[src/rtl/fifo_word_reader_pkg.sv]
// Shared types and constants for the 16-in/24-out packing FIFO and its read-side controller.
package fifo_pkg;

  typedef enum logic [2:0] {
    IDLE,
    PRIME,
    SETTLE,
    CHECK,
    LOAD,
    HOLD
  } rd_state_t;

  localparam int unsigned FIFO_RD_W = 24;
  localparam int unsigned FIFO_WR_W = 16;

  // Watermark defaults, shared with the FIFO write side.
  localparam int unsigned FIFO_HW_DEFAULT = 384;
  localparam int unsigned FIFO_LW_DEFAULT = 128;

endpackage

[src/rtl/fifo_word_reader_if.sv]
// Downstream valid/ready word interface; the reader drives through the master modport.
interface fifo_word_reader_if #(
  parameter int unsigned DATA_W = 24
);
  logic [DATA_W-1:0] out_data;
  logic              out_valid;
  logic              out_ready;

  modport master (output out_data, output out_valid, input out_ready);
  modport slave  (input out_data, input out_valid, output out_ready);
endinterface

[src/rtl/fifo_word_reader_rd_delay_counter.sv]
// Loadable down-counter used for the settle and prime waits.
// EARLY=1 flags done while the final count is in progress (count <= 1) rather than at zero.
module rd_delay_counter #(
  parameter int unsigned W     = 8,
  parameter bit          EARLY = 1'b0
) (
  input  logic         clk,
  input  logic         rst_n,
  input  logic         load,
  input  logic [W-1:0] load_val,
  input  logic         dec,
  output logic         done
);
  logic [W-1:0] cnt;

  always_ff @(posedge clk or negedge rst_n) begin
    if (!rst_n)
      cnt <= '0;
    else if (load)
      cnt <= load_val;
    else if (dec && (cnt != '0))
      cnt <= cnt - 1'b1;
  end

  assign done = EARLY ? (cnt[W-1:1] == '0) : (cnt == '0);
endmodule

[src/rtl/fifo_word_reader.sv]
// Read-side controller: drains the packing FIFO into a valid/ready stream with watermark hysteresis.
// Optional FIFO_READER_UNDERRUN_CNT_EN adds a saturating underrun counter with synchronous clear.
module fifo_word_reader
  import fifo_pkg::*;
#(
  parameter int unsigned DATA_W     = FIFO_RD_W,
  parameter int unsigned SETTLE_CYC = 2,
  parameter int unsigned PRIME_WAIT = 0
) (
  input  logic              clk143,
  input  logic              reset_n,
  input  logic              enable,
  input  logic [DATA_W-1:0] fifo_dout,
  input  logic              fifo_hw,
  input  logic              fifo_lw,
  output logic              pop_front,
  output logic              running,
`ifdef FIFO_READER_UNDERRUN_CNT_EN
  output logic [15:0]       underrun_cnt,
  input  logic              underrun_clr,
`endif
  fifo_word_reader_if.master dn
);
  localparam int unsigned CNT_W = 8;

  rd_state_t         state, state_n;
  logic              pop_q, pop_n;
  logic              valid_q, valid_n;
  logic [DATA_W-1:0] data_q, data_n;
  logic              running_q, running_n;
  logic              settle_load, settle_dec, settle_done;
  logic              prime_load, prime_dec, prime_done;

  rd_delay_counter #(.W(CNT_W), .EARLY(1'b1)) u_settle (
    .clk      (clk143),
    .rst_n    (reset_n),
    .load     (settle_load),
    .load_val (CNT_W'(SETTLE_CYC)),
    .dec      (settle_dec),
    .done     (settle_done)
  );

  rd_delay_counter #(.W(CNT_W), .EARLY(1'b0)) u_prime (
    .clk      (clk143),
    .rst_n    (reset_n),
    .load     (prime_load),
    .load_val (CNT_W'(PRIME_WAIT)),
    .dec      (prime_dec),
    .done     (prime_done)
  );

  always_ff @(posedge clk143 or negedge reset_n) begin
    if (!reset_n) begin
      state     <= IDLE;
      pop_q     <= 1'b0;
      valid_q   <= 1'b0;
      data_q    <= '0;
      running_q <= 1'b0;
    end else begin
      state     <= state_n;
      pop_q     <= pop_n;
      valid_q   <= valid_n;
      data_q    <= data_n;
      running_q <= running_n;
    end
  end

  // Registered outputs are computed one cycle ahead, so the capture/pop happens on the CHECK->LOAD edge.
  always_comb begin
    state_n     = state;
    pop_n       = 1'b0;
    valid_n     = valid_q;
    data_n      = data_q;
    settle_load = 1'b0;
    settle_dec  = 1'b0;
    prime_load  = 1'b0;
    prime_dec   = 1'b0;
    unique case (state)
      IDLE: begin
        if (enable && fifo_hw) begin
          state_n    = PRIME;
          prime_load = 1'b1;
        end
      end
      PRIME: begin
        if (!enable) begin
          state_n = IDLE;
        end else if (prime_done) begin
          state_n     = SETTLE;
          settle_load = 1'b1;
        end else begin
          prime_dec = 1'b1;
        end
      end
      SETTLE: begin
        settle_dec = 1'b1;
        if (settle_done) state_n = CHECK;
      end
      CHECK: begin
        if (fifo_lw || !enable) begin
          state_n = IDLE;
        end else begin
          state_n = LOAD;
          pop_n   = 1'b1;
          valid_n = 1'b1;
          data_n  = fifo_dout;
        end
      end
      LOAD: begin
        // out_valid is already high in LOAD, so an accept here skips HOLD.
        if (dn.out_ready) begin
          state_n     = SETTLE;
          valid_n     = 1'b0;
          settle_load = 1'b1;
        end else begin
          state_n = HOLD;
        end
      end
      HOLD: begin
        if (valid_q && dn.out_ready) begin
          state_n     = SETTLE;
          valid_n     = 1'b0;
          settle_load = 1'b1;
        end
      end
      default: state_n = IDLE;
    endcase
    running_n = (state_n != IDLE) && (state_n != PRIME);
  end

  assign pop_front    = pop_q;
  assign running      = running_q;
  assign dn.out_data  = data_q;
  assign dn.out_valid = valid_q;

`ifdef FIFO_READER_UNDERRUN_CNT_EN
  logic underrun_evt;
  assign underrun_evt = (state == CHECK) && fifo_lw && enable;

  always_ff @(posedge clk143 or negedge reset_n) begin
    if (!reset_n)
      underrun_cnt <= '0;
    else if (underrun_clr)
      underrun_cnt <= '0;
    else if (underrun_evt && (underrun_cnt != 16'hFFFF))
      underrun_cnt <= underrun_cnt + 16'd1;
  end
`endif
endmodule

[src/flat_wrapper.sv]
// flat-port wrapper written by rule: the top's interface ports become plain ports
module fifo_word_reader_flat import fifo_pkg::*;
#(
  parameter int unsigned DATA_W     = FIFO_RD_W,
  parameter int unsigned SETTLE_CYC = 2,
  parameter int unsigned PRIME_WAIT = 0
)
  (clk143, reset_n, enable, fifo_dout, fifo_hw, fifo_lw, pop_front, running, dn_out_data, dn_out_valid, dn_out_ready);
  fifo_word_reader_if #(.DATA_W(DATA_W)) dn_i ();
  input  logic clk143;
  input  logic reset_n;
  input  logic enable;
  input  logic [DATA_W-1:0] fifo_dout;
  input  logic fifo_hw;
  input  logic fifo_lw;
  output logic pop_front;
  output logic running;
  output wire logic [$bits(dn_i.out_data)-1:0] dn_out_data;
  output wire logic [$bits(dn_i.out_valid)-1:0] dn_out_valid;
  input wire logic [$bits(dn_i.out_ready)-1:0] dn_out_ready;
  assign dn_out_data = dn_i.out_data;
  assign dn_out_valid = dn_i.out_valid;
  assign dn_i.out_ready = dn_out_ready;
  fifo_word_reader #(.DATA_W(DATA_W), .SETTLE_CYC(SETTLE_CYC), .PRIME_WAIT(PRIME_WAIT)) u_core (.clk143(clk143), .reset_n(reset_n), .enable(enable), .fifo_dout(fifo_dout), .fifo_hw(fifo_hw), .fifo_lw(fifo_lw), .pop_front(pop_front), .running(running), .dn(dn_i));
endmodule
[config.mk]
export PLATFORM = sky130hd
export DESIGN_NAME = fifo_word_reader_flat
export DESIGN_NICKNAME = d
export VERILOG_FILES = /design/src/rtl/fifo_word_reader_pkg.sv /design/src/rtl/fifo_word_reader_if.sv /design/src/rtl/fifo_word_reader_rd_delay_counter.sv /design/src/rtl/fifo_word_reader.sv /design/src/flat_wrapper.sv
export SDC_FILE = /design/constraint.sdc
export NUM_CORES = 1
export LEC_CHECK = 0
export CAP_MARGIN = 15
export CORE_ASPECT_RATIO = 0.6
export CORE_MARGIN = 2
export CORE_UTILIZATION = 51
export CTS_CLUSTER_DIAMETER = 120
export DETAILED_ROUTE_END_ITERATION = 8
export HOLD_SLACK_MARGIN = 0.05
export PLACE_DENSITY = 0.88
export SETUP_SLACK_MARGIN = 0.1
export SLEW_MARGIN = 0
export SYNTH_ARGS = -nofsm -noshare
export SYNTH_HDL_FRONTEND = slang
export SYNTH_SLANG_ARGS = --single-unit
[constraint.sdc]
create_clock -name clk143 -period 4.4 [get_ports clk143]
set_clock_uncertainty 0.1 [all_clocks]
set_input_delay 0.88 -clock clk143 [delete_from_list [all_inputs] [get_ports clk143]]
set_output_delay 0.88 -clock clk143 [all_outputs]
set_load 0.01 [all_outputs]
* Yosys cells after proc, flatten, opt, wreduce, memory -nomap -nowiden
Index checks and enable logic that the tools add are counted.
Cells by class: reductions and logical operators 18, $add $sub $neg 2, bitwise logic cells 1, multiplexer cells 29, equal/unequal tests 9
Operators by type and width (count):
- $mux 8 | 4
- $mux 3 | 7
- $pmux 3 s6 | 1
- $reduce_bool 8->1 | 2
- $sub 8x1->8 const B | 2
- $mux 1 | 15
- $logic_not 8->1 | 1
- $logic_not 7->1 | 1
- $eq 3x2->1 const B | 2
- $eq 3x3->1 const B | 2
- $pmux 1 s3 | 2
- $reduce_bool 3->1 | 2
- $logic_and 1x1->1 | 5
- $ne 2x2->1 const B | 2
- $reduce_and 4->1 | 1
- $reduce_bool 2->1 | 2
- $eq 3x1->1 const B | 1
- $logic_not 3->1 | 1
- $ne 3x1->1 const B | 1
- $ne 2x1->1 const B | 1
- $reduce_and 2->1 | 1
- $logic_not 1->1 | 1
- $logic_or 1x1->1 | 1
- $not 1->1 | 1
Word-level totals: logic and storage cells 66, flip-flop bits (word level) 46

* Depth between registers and ports, before layout
Gate-level depths: netlist of the first run.
depth after elaboration 7, gate-level depth with buffers 6, mapped depth without buffers 6

* Hierarchy
From an unflattened synthesis of the first run, not the netlist that was laid out.
Unflattened totals: cell total of the unflattened synthesis 203, area, all modules 2287.2 um2
By module, submodules not included:
- fifo_word_reader | area an instance 1233.7 um2, cells an instance 87, instances 1, seq. area each 750.7 um2
- rd_delay_counter (u_core.u_prime) | area an instance 528.0 um2, cells an instance 58, instances 1, seq. area each 200.2 um2
- rd_delay_counter (u_core.u_settle) | area an instance 525.5 um2, cells an instance 58, instances 1, seq. area each 200.2 um2

* Worst setup path after synthesis of the first run
Ideal clock, no wire load.
kind input port to flip-flop, start in enable, end reg u_core.data_q[0] (netlist: u_core.dn.out_data[0]), stages on the path 4, data arrival time 1948 ps, slack 2227 ps, data required time 4175 ps, cells stage by stage nand4b_1 -> nor2_1 -> buf_2 -> mux2_2
Between the ends: longest elaborated chain between the ends 4
Ends and longest elaborated chain:
- from (decl) | RTL line flat_wrapper.sv:12 | input logic enable;
- $logic_not 1->1
- $logic_or 1x1->1 | RTL line fifo_word_reader.sv:100 | if (fifo_lw || !enable) begin
- $not 1->1 (no line)
- $reduce_and 2->1 (no line)
- to (signal assigned) | RTL line fifo_word_reader.sv:63 | data_q <= data_n;
- to (decl) | RTL line fifo_word_reader.sv:29 | logic [DATA_W-1:0] data_q, data_n;
No other way between the ends. A chain may end at the register's enable or synchronous reset.

* Worst setup path in the final report of the first run
start in enable, end reg u_core.u_settle.cnt[7]
Between the ends: longest elaborated chain between the ends 3, elaborated cells between the ends (all ways) 4, those cells by class mux: 3; reduce/logical: 1
Ends and longest elaborated chain:
- $mux 1 * | RTL line fifo_word_reader.sv:86 | if (!enable) begin
- $pmux 1 s3 * | RTL line fifo_word_reader.sv:78 | unique case (state)
- $mux 8 or $reduce_bool 2->1 (tied branches)
- to (signal assigned) | RTL line fifo_word_reader_rd_delay_counter.sv:20 | cnt <= load_val;
- to (signal assigned) | RTL line fifo_word_reader_rd_delay_counter.sv:22 | cnt <= cnt - 1'b1;
- to (decl) | RTL line fifo_word_reader_rd_delay_counter.sv:14 | logic [W-1:0] cnt;
Every way passes the cells marked *; elsewhere a longest branch is shown, timed or not.

==> impl_metrics.py, run 1 <==
metrics = {
    "run_status": {
        "run_status": "completed",
    },
    "critical_path": {
        "start_kind": "input pin",
        "critical_path.max_fanout": 10,
        "end_of_the_critical_path": "u_core.u_settle.cnt[7]",
        "worst-endpoint-arrival_ns": 2.68,
        "worst_r2r_startpoint": "u_core.state[0]",
        "worstSetupStartpoint": "enable",
        "worst_setup_path_end_kind": "flop",
        "ff2ff_setup_slack_ns": 2.20,
        "worstRegToRegCells": 4,
        "required_ns": 4.50,
        "r2r_end": "u_core.u_settle.cnt[7]",
        "path_class": "in2reg",
    },
    "timing": {
        "max_freq_mhz": 387,
        "slew-limit-headroom_pct": 33.6,
        "crit_path_time_final_ns": 2.58,
        "post-route-period-util_pct": 58.7,
        "slew_violations": 0,
        "report.final.hold_viol_count": 0,
        "max_slew.worst_pin.slew_ns": 0.995,
        "fin_hold_ws_ns": 0.402,
        "finalSetupViolations": 0,
        "grt_setup_unrepaired": "no",
        "fin_setup_tns_ns": 0,
    },
    "synth": {
        "synth_largest_area_cell": "sky130_fd_sc_hd__dfrtp_1",
        "netlist.area_leader.share_pct": 56.6,
        "synthesis.nets": 190,
        "number_of_enable_flip_flop_cells_after_synthesis": 0,
        "synth_warnings": 0,
        "post_synth_inst_count": 157,
        "async_flop_share_pct": 100,
        "synth-seq-cells": 46,
        "syn_area_per_cell_sq_um": 13.0,
        "synthDistinctLibCells": 41,
        "synth.cell_area_sq_um": 2030,
        "synth_ff_type": "sky130_fd_sc_hd__dfrtp_1",
        "seq_area_frac_synth_pct": 56.6,
        "netlist_top_cells_area": "sky130_fd_sc_hd__dfrtp_1 (57%), sky130_fd_sc_hd__mux2_2 (14%), sky130_fd_sc_hd__nor2_1 (2.2%)",
    },
    "die": {
        "dieWidth_um": 85.5,
        "vertical_die_dimension_um": 52.9,
        "fp.dieArea_sq_um": 4520,
        "floorplan.initialDensity_pct": 54.3,
        "placementRows": 17,
        "core-area_sq_um": 3740,
        "io_pins": 57,
    },
    "cts": {
        "clkTransAtPathRegs_ns": 0.09,
        "cts_bufs_inserted": 5,
        "clock_tree_from_tritoncts": "done",
        "clock_latency_ns": 0.30,
        "post_cts_resized": 0,
        "cts_htree_levels": 2,
        "root_buffer": "sky130_fd_sc_hd__clkbuf_8",
        "clockBufferDepth": 2,
        "cts_hold_repair.buffers": 0,
        "post-cts-setup-buffer-count": 0,
        "tritoncts_num_sinks": 46,
    },
    "final_layout": {
        "antenna-diode-count": 0,
        "nFillCells": 244,
        "mostFrequentLayoutCell": "sky130_fd_sc_hd__clkdlybuf4s50_1",
        "final_nets": 252,
        "layout_common_cells": "sky130_fd_sc_hd__clkdlybuf4s50_1 (55), sky130_fd_sc_hd__dfrtp_1 (46), sky130_fd_sc_hd__mux2_2 (25), sky130_fd_sc_hd__nor2_1 (11), sky130_fd_sc_hd__a21oi_1 (6)",
        "final_design_area_no_fill_sq_um": 2750,
        "multi_input_combinational_cell_area_sq_um": 845,
        "ff_latch_area_sq_um": 1150,
        "final_layout_size_suffix_gt1_share_pct": 21.4,
        "area.growth.synth_to_final_pct": 35.4,
    },
    "worst_hold_path": {
        "worst_hold_path_type": "reg2reg",
    },
    "pwr": {
        "vdd_drop_max_mv": 0.441,
        "total_power_uw": 1840,
        "p_leak_uw": 0.00122,
        "p_per_area_nw_per_um2": 670,
    },
    "placed_design": {
        "quantity_of_i_o_buffers_inserted_on_ports": 56,
        "place_hpwl_mm": 3.40,
        "dpl-instance-area_sq_um": 2640,
        "gp_congestion": 0.944,
    },
    "route": {
        "ant_nets": 0,
        "vias_per_cell": 5.86,
        "detailedRoute.firstPassIterationCount": 4,
        "route.detailed.wl_per_inst_um": 18.0,
        "wirelength_mm": 4.82,
        "post-route-drc-count": 0,
        "drt_first_iter_violations": 211,
        "vias": 1565,
    },
    "grt": {
        "grt_pass1_wl_mm": 7.81,
        "grt_pass1_vias": 1574,
        "grt_start_max_net_pins": 47,
        "globalRouteOverflowTotal": 0,
        "grt_antenna_before_repair": 0,
        "grt_usage_pct": 23.3,
    },
    "run": {
        "timing.max_cap.violations": 0,
    },
}
[Yosys cell counts, drive strengths merged (2+ instances only)]
| cell | n |
|---|---|
| dfrtp | 46 |
| mux2 | 25 |
| nor2 | 12 |
| a21oi | 6 |
| inv | 5 |
| o31ai | 4 |
| or4 | 4 |
| xnor2 | 4 |
| buf | 3 |
| ha | 3 |
| nand2 | 3 |
| nor3 | 3 |
| o211ai | 3 |
| or2 | 3 |
| or3 | 3 |
| or3b | 3 |
| a21o | 2 |
| nand2b | 2 |
| nand3 | 2 |
| nor4 | 2 |
| nor4b | 2 |
| o311ai | 2 |
[area by class of cell]
cell class / count / share of cell area (%)
well taps: 47 / 2.14
clock buffers: 5 / 2.50
inverters: 5 / 0.682
repair buffers: 58 / 20.6
clock inverters: 3 / 1.59
multi-input cells: 103 / 30.7
flip-flops and latches: 46 / 41.8
[worst min path at each step]
stage	startpoint	end	slack, ns	cells past startpoint
detailed placement	u_core.dn.out_valid	u_core.dn.out_valid	0.39	1
CTS	u_core.dn.out_valid	u_core.dn.out_valid	0.41	1
floorplan	u_core.u_settle.cnt[1]	u_core.u_settle.cnt[1]	0.37	1
global placement	u_core.u_settle.cnt[1]	u_core.u_settle.cnt[1]	0.39	1
finish	u_core.dn.out_valid	u_core.dn.out_valid	0.40	1
global route	u_core.dn.out_data[16]	u_core.dn.out_data[16]	0.44	1
[stage by stage]
step,instances,util (%),worst slack (ns)
global route,267,73.6,1.74
finish,267,73.6,1.82
detailed placement,258,70.4,1.52
global placement,258,70.4,1.62
floorplan,157,-,2.23
CTS,266,73.4,1.84
[where the power goes]
part           leakage (uW)  switching (uW)  internal [uW]
sequential         0.000604             139            603
clock             0.0000585             147            170
combinational      0.000556             346            439
[worst max-delay path, stage by stage]
cell                              delay [ns]
sky130_fd_sc_hd__clkdlybuf4s50_1        0.51
sky130_fd_sc_hd__and4bb_2               0.31
sky130_fd_sc_hd__nand2_1                0.15
sky130_fd_sc_hd__o41ai_4                0.60
sky130_fd_sc_hd__o21ba_2                0.24
[layer usage]
metal | wire [um] | share of wire (%) | global-route usage, %
met2 | 2250 | 47 | 36.2
met5 | 0 | 0 | 0
met4 | 90 | 1.9 | 10.3
met1 | 2050 | 42 | 30.6
met3 | 424 | 8.8 | 7.18
[registers in the layout (all words and copies together) (netlist names)]
name and flops:
u_core.dn.out_data 24, u_core.u_prime.cnt 8, u_core.u_settle.cnt 8, u_core.state 3
u_core.dn.out_valid 1, u_core.pop_front 1, u_core.running 1
[cell families (layout without fill, tap and decap cells)]
group,after synthesis,after routing,synth area share (%)
flops,46,46,56.6
simple gates,45,45,13.4
mux,26,26,14.3
compound gates,24,24,9.66
buf+inv,8,71,1.97
xor+xnor,5,5,2.15
fa+ha+maj,3,3,1.85
Note: power is estimated with default switching activity, not from simulation.
==> inputs of run 2 (changes only) <==
Settings changed: CORE_UTILIZATION 51 to 43, PLACE_DENSITY 0.88 to 0.8.
Clock period 4.4 ns to 2.1 ns, I/O delays scaled along.
==> run 2 against run 1 <==
Effect of this change: non-clock buffer count is 17 higher; cell count is 12% higher; worst hold slack better by 0.010 ns; combinational power is 130% higher; sequential cell count stayed put; global-route usage is 4.8 points lower; critical path depth is 2 lower; total power is 110% higher; cell area is 6.8% higher; routed wire length is 5.5% lower; utilization is 9.1 points lower; setup slack worse by 1.7 ns.
==> impl_metrics.py, run 2 (synthesized netlist as in run 1, its figures left out) <==
metrics = {
    "timing": {
        "max_freq_mhz": 507,
        "post-route-period-util_pct": 93.8,
        "slew-limit-headroom_pct": 58.3,
        "finalSetupViolations": 0,
        "slew_violations": 0,
        "crit_path_time_final_ns": 1.97,
        "fin_hold_ws_ns": 0.412,
        "max_slew.worst_pin.slew_ns": 0.626,
        "report.final.hold_viol_count": 0,
        "grt_setup_unrepaired": "yes",
    },
    "die": {
        "core-area_sq_um": 4560,
        "fp.dieArea_sq_um": 5310,
        "vertical_die_dimension_um": 57.3,
        "floorplan.initialDensity_pct": 44.5,
        "io_pins": 57,
        "dieWidth_um": 92.8,
        "placementRows": 19,
    },
    "cts": {
        "clock_latency_ns": 0.30,
        "tritoncts_num_sinks": 46,
        "clockBufferDepth": 2,
        "cts_bufs_inserted": 5,
        "clkTransAtPathRegs_ns": 0.09,
        "root_buffer": "sky130_fd_sc_hd__clkbuf_8",
        "cts_htree_levels": 2,
        "clock_tree_from_tritoncts": "done",
    },
    "route": {
        "route.detailed.wl_per_inst_um": 15.2,
        "vias_per_cell": 5.10,
        "post-route-drc-count": 0,
        "ant_nets": 0,
        "vias": 1531,
        "detailedRoute.firstPassIterationCount": 4,
        "drt_first_iter_violations": 64,
        "wirelength_mm": 4.55,
    },
    "final_layout": {
        "mostFrequentLayoutCell": "sky130_fd_sc_hd__clkdlybuf4s50_1",
        "final_design_area_no_fill_sq_um": 2940,
        "final_layout_size_suffix_gt1_share_pct": 27.4,
        "area.growth.synth_to_final_pct": 44.6,
        "layout_common_cells": "sky130_fd_sc_hd__clkdlybuf4s50_1 (54), sky130_fd_sc_hd__dfrtp_1 (46), sky130_fd_sc_hd__mux2_2 (25), sky130_fd_sc_hd__buf_4 (17), sky130_fd_sc_hd__nor2_1 (11)",
        "final_nets": 269,
        "nFillCells": 377,
        "antenna-diode-count": 0,
        "largest_register_ffs": 24,
        "post_layout_nonfiller_instances": 300,
    },
    "critical_path": {
        "critical-path-max-stage-delay_ns": 0.57,
        "worstSetupStartpoint": "u_core.u_prime.cnt[2]",
        "critical_path.cell_chain": "or4_4, o21a_1, or4_1",
        "worst_r2r_startpoint": "u_core.u_prime.cnt[2]",
        "worst-endpoint-arrival_ns": 2.05,
        "worst_setup_path_end_kind": "flop",
        "required_ns": 2.18,
        "start_kind": "flop",
        "critical_path.max_fanout": 7,
        "crit_buf_inv": 0,
        "critPathSlowestCell": "sky130_fd_sc_hd__or4_4",
        "path_class": "reg2reg",
        "critical_path.top_delay_family": "simple AND/OR/NAND/NOR gates",
    },
    "placed_design": {
        "gp_congestion": 0.778,
        "dpl-instance-area_sq_um": 2760,
        "quantity_of_i_o_buffers_inserted_on_ports": 56,
        "place_hpwl_mm": 3.41,
        "place_inst": 286,
    },
    "grt": {
        "globalRouteOverflowTotal": 0,
        "grt_util_met3_pct": 8.32,
        "global_route.usage.met1_pct": 24.7,
        "grt_most_used_layer": "met2",
        "grt_antenna_before_repair": 0,
        "met2_routing_resource_usage_after_global_routing_pct": 27.6,
        "grt_start_max_net_pins": 30,
        "grt_pass1_vias": 1604,
        "grt_pass1_wl_mm": 7.52,
        "grt_usage_pct": 18.6,
    },
    "pwr": {
        "vdd_drop_max_mv": 0.800,
        "p_per_area_nw_per_um2": 1340,
        "total_power_uw": 3950,
        "p_leak_uw": 0.00131,
    },
    "worst_hold_path": {
        "worst_hold_path_type": "reg2reg",
        "timing.hold.worst.start": "u_core.dn.out_data[5]",
    },
    "run_status": {
        "run_status": "completed",
    },
    "run": {
        "timing.max_cap.violations": 0,
    },
}
[run 2: final cells by class]
| type | instances | area (sq um) | area share [%] |
|---|---|---|---|
| Clock inverter | 2 | 37.5 | 1.28 |
| Clock buffer | 6 | 72.6 | 2.47 |
| Sequential cell | 46 | 1150 | 39.1 |
| Inverter | 5 | 18.8 | 0.638 |
| Tap cell | 63 | 78.8 | 2.68 |
| Timing Repair Buffer | 75 | 716 | 24.3 |
| Multi-Input combinational cell | 103 | 866 | 29.4 |
[run 2: worst reg2reg max path: stages, from the launching register on]
cell,delay [ns]
sky130_fd_sc_hd__dfrtp_1,0.43
sky130_fd_sc_hd__or4_4,0.57
sky130_fd_sc_hd__o21a_1,0.24
sky130_fd_sc_hd__or4_1,0.51
[run 2: timing repair]
action | CTS | global route
pin swaps | 2 | 3
resized for setup | 1 | 3
hold buffers | 1 | 0
buffers inserted | 1 | 4
endpoints found under the setup margin | 1 | 4
hold endpoints to repair | 27 | 0
gates cloned | 0 | 0
[run 2: per-layer routing]
layer  wire length (um)  vias to the layer above
met5                  0                        -
met4                 51                        0
met3                464                        4
met2               1940                       60
met1               2100                      734
li1                   -                      733
[run 2: path summary, 6_finish.rpt]
kind | to | slack, ns | depth (start not counted)
setup reg to reg | u_core.state[0] | 0.13 | 3
setup / recovery | u_core.state[0] | 0.13 | 3
hold reg to reg | u_core.dn.out_data[5] | 0.41 | 1
max in group asynchronous | u_core.u_prime.cnt[4] | 0.69 | 3
hold / removal | u_core.dn.out_data[5] | 0.41 | 1
min in group asynchronous | u_core.dn.out_data[1] | 0.62 | 2
[run 2: stage by stage]
step / setup slack (ns) / TNS (ns) / util [%]
after floorplan: 0.123 / 0 / -
after global placement: -0.0580 / -0.112 / 60.6
after CTS: 0.109 / 0 / 63.6
after detailed placement: -0.110 / -0.305 / 60.6
after global routing: 0.0994 / 0 / 64.4
final: 0.129 / 0 / 64.4
[run 2: power breakdown]
part	leakage, uW	internal (uW)	switching (uW)
combinational	0.000656	1040	730
clock	0.0000514	355	298
sequential	0.000604	1260	260
total	0.00131	2660	1290
